File: src/rtl/switch_input_port_pkg.sv
// Shared definitions for the switch input port slave.
// Register offsets are also used by the address decoder.
package switch_input_port_pkg;

   localparam logic [1:0] SW_REG_STATE = 2'd0;
   localparam logic [1:0] SW_REG_EDGE  = 2'd1;
   localparam logic [1:0] SW_REG_COUNT = 2'd2;
   localparam logic [1:0] SW_REG_RSVD  = 2'd3;

endpackage

File: src/rtl/switch_input_port_debounce_bit.sv
// One-bit synchronizer plus debouncer with rising-edge pulse.
// Ports: clk, reset (async high), rawIn, stable (debounced), rise (1-cycle).
module debounce_bit #(
   parameter int SYNC_STAGES     = 2,
   parameter int DEBOUNCE_CYCLES = 16
) (
   input  logic clk,
   input  logic reset,
   input  logic rawIn,
   output logic stable,
   output logic rise
);

   localparam int CW = $clog2(DEBOUNCE_CYCLES);
   localparam logic [CW-1:0] CNT_MAX = CW'(DEBOUNCE_CYCLES - 1);

   logic [SYNC_STAGES-1:0] sync_q;
   logic [CW-1:0]          cnt_q, cnt_d;
   logic                   stable_q, stable_d;
   logic                   sync;

   assign sync   = sync_q[SYNC_STAGES-1];
   assign stable = stable_q;

   // The counter only runs while the synchronized input disagrees;
   // any agreeing cycle restarts the stability window.
   always_comb begin
      cnt_d    = cnt_q;
      stable_d = stable_q;
      rise     = 1'b0;
      if (sync == stable_q) begin
         cnt_d = '0;
      end else if (cnt_q == CNT_MAX) begin
         stable_d = sync;
         cnt_d    = '0;
         rise     = sync;
      end else begin
         cnt_d = cnt_q + CW'(1);
      end
   end

   always_ff @(posedge clk or posedge reset) begin
      if (reset) begin
         sync_q   <= '0;
         cnt_q    <= '0;
         stable_q <= 1'b0;
      end else begin
         sync_q   <= {sync_q[SYNC_STAGES-2:0], rawIn};
         cnt_q    <= cnt_d;
         stable_q <= stable_d;
      end
   end

endmodule

File: src/rtl/switch_input_port.sv
// Memory-mapped debounced switch input slave with sticky edge flags.
// Ports: clk, reset, sel, address, in, load (CPU bus); rawIn; out (read); state.
module switch_input_port
   import switch_input_port_pkg::*;
#(
   parameter int WIDTH           = 10,
   parameter int SYNC_STAGES     = 2,
   parameter int DEBOUNCE_CYCLES = 16
) (
   input  logic             clk,
   input  logic             reset,
   input  logic             sel,
   input  logic [1:0]       address,
   input  logic [15:0]      in,
   input  logic             load,
   input  logic [WIDTH-1:0] rawIn,
   output logic [15:0]      out,
   output logic [WIDTH-1:0] state
);

   logic [WIDTH-1:0] stable;
   logic [WIDTH-1:0] rise;
   logic [WIDTH-1:0] flag_q, flag_d;
   logic [WIDTH-1:0] clr;
   logic [15:0]      cnt_q, cnt_d;
   logic             wr;
   logic             unused_in;

   assign unused_in = ^in;

   for (genvar i = 0; i < WIDTH; i++) begin : g_db
      debounce_bit #(
         .SYNC_STAGES    (SYNC_STAGES),
         .DEBOUNCE_CYCLES(DEBOUNCE_CYCLES)
      ) u_db (
         .clk   (clk),
         .reset (reset),
         .rawIn (rawIn[i]),
         .stable(stable[i]),
         .rise  (rise[i])
      );
   end

   assign state = stable;
   assign wr    = sel & load;

   // OR-ing rise after the clear lets a new edge survive a
   // same-cycle write-1-to-clear.
   always_comb begin
      clr = '0;
      if (wr && address == SW_REG_EDGE) clr = in[WIDTH-1:0];
      flag_d = (flag_q & ~clr) | rise;
   end

   // A CPU write to the counter overrides a coincident increment.
   always_comb begin
      cnt_d = cnt_q;
      if (wr && address == SW_REG_COUNT) cnt_d = in;
      else if (|rise)                    cnt_d = cnt_q + 16'd1;
   end

   always_ff @(posedge clk or posedge reset) begin
      if (reset) begin
         flag_q <= '0;
         cnt_q  <= '0;
      end else begin
         flag_q <= flag_d;
         cnt_q  <= cnt_d;
      end
   end

   always_comb begin
      out = 16'h0000;
      if (sel) begin
         unique case (address)
            SW_REG_STATE: out = 16'(stable);
            SW_REG_EDGE:  out = 16'(flag_q);
            SW_REG_COUNT: out = cnt_q;
            SW_REG_RSVD:  out = 16'h0000;
         endcase
      end
   end

endmodule

File: config.mk
export PLATFORM = sky130hd
export DESIGN_NAME = switch_input_port
export DESIGN_NICKNAME = d
export VERILOG_FILES = /design/src/rtl/switch_input_port_pkg.sv /design/src/rtl/switch_input_port_debounce_bit.sv /design/src/rtl/switch_input_port.sv
export SDC_FILE = /design/constraint.sdc
export NUM_CORES = 1
export LEC_CHECK = 0
export BUFFER_PORTS_ARGS = -buffer_cell sky130_fd_sc_hd__clkbuf_2
export CAP_MARGIN = 20
export CORE_MARGIN = 3
export CORE_UTILIZATION = 52
export DETAILED_ROUTE_END_ITERATION = 10
export GPL_TIMING_DRIVEN = 0
export PLACE_DENSITY = 0.81
export RECOVER_POWER = 25
export SLEW_MARGIN = 20
export SYNTH_ARGS = -nofsm -noshare
export SYNTH_HDL_FRONTEND = slang
export SYNTH_SLANG_ARGS = --single-unit
File: constraint.sdc
create_clock -name clk -period 2.8 [get_ports clk]
set_input_delay 0.28 -clock clk [delete_from_list [all_inputs] [get_ports clk]]
set_output_delay 0.28 -clock clk [all_outputs]
set_load 0.03 [all_outputs]
==> flow_summary_export.csv <==
group,metric,value,unit
clock_tree,cts_setup_buffers,0,
placed_design,place_area,5130,sq um
global_routing,overflow,0,
clock_tree,htree_levels,3,
critical_path,crit_start,"g_db[7].u_db.cnt_q[0]$_DFF_PP0_",
pwr,ir_drop,0.443,mV
finish,fillers,676,
floorplanning,pin_count,58,
critical_path,startpoint_type,"register",
floorplanning,std_cell_rows,34,
finish,final-instance-count-excl-fill,618,
clock_tree,clk_latency,0.37,ns
logic_synthesis,ys_async_sr_fraction,100,%
critical_path,r2r-start,"g_db[7].u_db.cnt_q[0]$_DFF_PP0_",
detailed_routing,drt-wirelength-per-cell,15.7,um
status,status,"finished, violations left",
timing,layout_setup_ws,0.630,ns
floorplanning,die_h,101,um
global_routing,grt_usage,20.5,%
timing,rsz0062_at_grt,"false",
flow_run,max-cap-violations,1,
placed_design,gp_congestion,0.843,
timing,worst_slew_pin_slew,1.83,ns
floorplanning,die-area,10200,sq um
global_routing,grt_pass1_vias,3437,
placed_design,numPortBuffers,56,
clock_tree,clock_sinks,96,
logic_synthesis,synth-seq-cells,96,
finish,final_nets,548,
global_routing,grt_use_met1,27.2,%
critical_path,reg2reg_slack,0.63,ns
critical_path,path_class,"reg2reg",
finish,multiInputGateArea,2090,sq um
hold_path,hp-class,"in2reg",
placed_design,hpwl,6900,um
finish,drive_gt1_share,22.0,%
floorplanning,core_region_area,8720,sq um
timing,finalCriticalPeriod,2.17,ns
global_routing,busiest_layer,"met2",
hold_path,hp-start,"rawIn[2]",
global_routing,grt_pass1_wl,16500,um
detailed_routing,routed_via_density,5.60,
status,violations,"max-capacitance violations, max-slew violations",
timing,setup_viol,0,
detailed_routing,via_count,3459,
clock_tree,cts_buffers,9,
critical_path,cp-end-kind,"register",
global_routing,grt_start_max_net_pins,60,
detailed_routing,drt_pass1_iterations,4,
timing,finalHoldWorstSlack,0.0254,ns
logic_synthesis,synth_warnings,0,
global_routing,antenna_found_initial,0,
placed_design,dp.cells,592,
finish,seqCellArea,2400,sq um
detailed_routing,drtIter0Drc,225,
logic_synthesis,synth.distinct_cells,41,
clock_tree,ctsLongestPathBuffers,2,
clock_tree,cts_tree,"done",
timing,hold_viol,0,
finish,diodes,0,
finish,final_area,5420,sq um
timing,slew_viol_final,38,
detailed_routing,detail-route-antenna-nets,0,
detailed_routing,drc,0,
critical_path,worstPathMaxFanout,10,
finish,area_growth,15.6,%
timing,relSlewSlack,-22.4,%
pwr,powerDensity,615,nW/um^2
clock_tree,cts_resized,0,
logic_synthesis,syn_area,4690,sq um
floorplanning,fp.dieW,101,um
timing,fin_worst_skew,0.00709,ns
clock_tree,cts-root-buf,"clkbuf_8",
floorplanning,start_util,53.7,%
logic_synthesis,syn_inst,427,
logic_synthesis,syn_nets,470,
logic_synthesis,syn_avg_cell_area,11.0,sq um
critical_path,critical_path_required,3.06,ns
logic_synthesis,synth_flop_cell,"dfrtp_1",
timing,tns,0,ns
timing,fin_crit_sh,77.5,%
clock_tree,clk_pin_slew_worst_paths,0.10,ns
logic_synthesis,synth_edf_count,0,
logic_synthesis,synth.yosys.seq_area_share,51.3,%
global_routing,grt_use_met2,33.7,%
placed_design,place_ws,0.662,ns
timing,fmax,461,MHz
detailed_routing,wl,9690,um
pwr,p_leak,0.00244,uW
critical_path,crit_arrival,2.43,ns
global_routing,met3_usage,5.26,%
[timing repair]
| item | 4_1_cts | 5_1_grt |
|---|---|---|
| endpoints found under the hold margin | 44 | 2 |
| hold buffers | 8 | 2 |
| setup endpoints to repair | 0 | 0 |
[cell families (layout without fill, tap and decap cells)]
| family | Yosys count | after routing | synth area share [%] |
|---|---|---|---|
| AND/OR/NAND/NOR | 136 | 136 | 16.0 |
| flip-flops | 96 | 96 | 51.3 |
| multiplexers | 35 | 35 | 8.87 |
| XOR/XNOR | 32 | 32 | 5.98 |
| adder cells (fa/ha/maj) | 11 | 11 | 2.94 |
| AO/OA/AOI/OAI | 81 | 81 | 10.7 |
| buffers and inverters | 36 | 119 | 4.19 |
[cell usage in the layout (no fill, tap or decap), types with 3 or more instances in the layout]
| master | n |
|---|---|
| a21o_1 | 4 |
| a21oi_1 | 26 |
| a311oi_1 | 10 |
| and2_1 | 16 |
| buf_4 | 10 |
| buf_6 | 3 |
| clkbuf_1 | 8 |
| clkbuf_2 | 56 |
| clkbuf_8 | 9 |
| dfrtp_1 | 96 |
| dlygate4sd3_1 | 10 |
| ha_1 | 11 |
| inv_1 | 13 |
| mux2_1 | 6 |
| mux2_2 | 10 |
| mux2_4 | 9 |
| mux2i_1 | 10 |
| nand2_1 | 35 |
| nand2b_1 | 6 |
| nand3_1 | 15 |
| nand4b_1 | 11 |
| nor2_1 | 23 |
| nor2b_1 | 11 |
| nor3_1 | 3 |
| nor3b_1 | 4 |
| nor4_1 | 3 |
| o21ai_0 | 26 |
| o22ai_1 | 3 |
| o2bb2ai_1 | 6 |
| xnor2_1 | 30 |
[state kept, by name, summed over array words and instances, names as in the netlist]
| register | count |
|---|---|
| g_db.u_db.cnt_q | 40 |
| g_db.u_db.sync_q | 20 |
| cnt_q | 16 |
| flag_q | 10 |
| g_db.u_db.stable | 10 |
[layer usage]
metal	part of all wire, %	wire [um]
met5	0	0
met4	1.1	104
met3	6.4	618
met2	49	4770
met1	43	4200
[power by group]
group / internal [uW] / leakage [uW] / switching [uW]
logic: 358 / 0.00114 / 384
clock network: 343 / 0.0000903 / 530
registers: 1540 / 0.00121 / 178
[cell usage after synthesis, types with 11 or more instances]
cell type,count,area (sq um)
a21oi_1,26,130
and2_1,16,100
dfrtp_1,96,2400
ha_1,11,138
inv_1,14,52.6
nand2_1,35,131
nand3_1,15,75.1
nand4b_1,11,96.3
nor2_1,23,86.3
nor2b_1,11,68.8
o21ai_0,26,130
xnor2_1,30,263
[layout make-up]
class	instances	share of cell area (%)
buffer	22	2.66
clock buffer	9	2.29
clock inverter	7	1.18
inverter	14	0.993
multi-input combinational	295	38.5
sequential	96	44.3
tap	108	2.49
timing repair buffer	67	7.53
[through the flow]
| stage | power (uW) | util, % |
|---|---|---|
| after floorplan | 2260 | - |
| after global placement | 2410 | 58.5 |
| after detailed placement | 2460 | 58.9 |
| after CTS | 3360 | 61.9 |
| after global routing | 3530 | 62.1 |
| final | 3330 | 62.1 |
[final timing paths]
kind | endpoint | cells after the start
worst min-delay path | g_db[2].u_db.sync_q[0]$_DFF_PP0_ | 1
min in group asynchronous | g_db[9].u_db.sync_q[0]$_DFF_PP0_ | 3
max in group asynchronous | g_db[0].u_db.cnt_q[2]$_DFF_PP0_ | 4
worst min register to register | g_db[7].u_db.sync_q[1]$_DFF_PP0_ | 0
worst max register to register | cnt_q[1]$_DFFE_PP0P_ | 7
worst max-delay path | cnt_q[1]$_DFFE_PP0P_ | 7
[critical path, stage by stage, from the launching register on]
cell and delay [ns]:
dfrtp_1 0.43, ha_1 0.27, nand3_1 0.15, o22ai_1 0.12, nor4_2 0.42, nand2_4 0.16
buf_6 0.20, mux2_4 0.30
(Power assumes the default switching activity.)
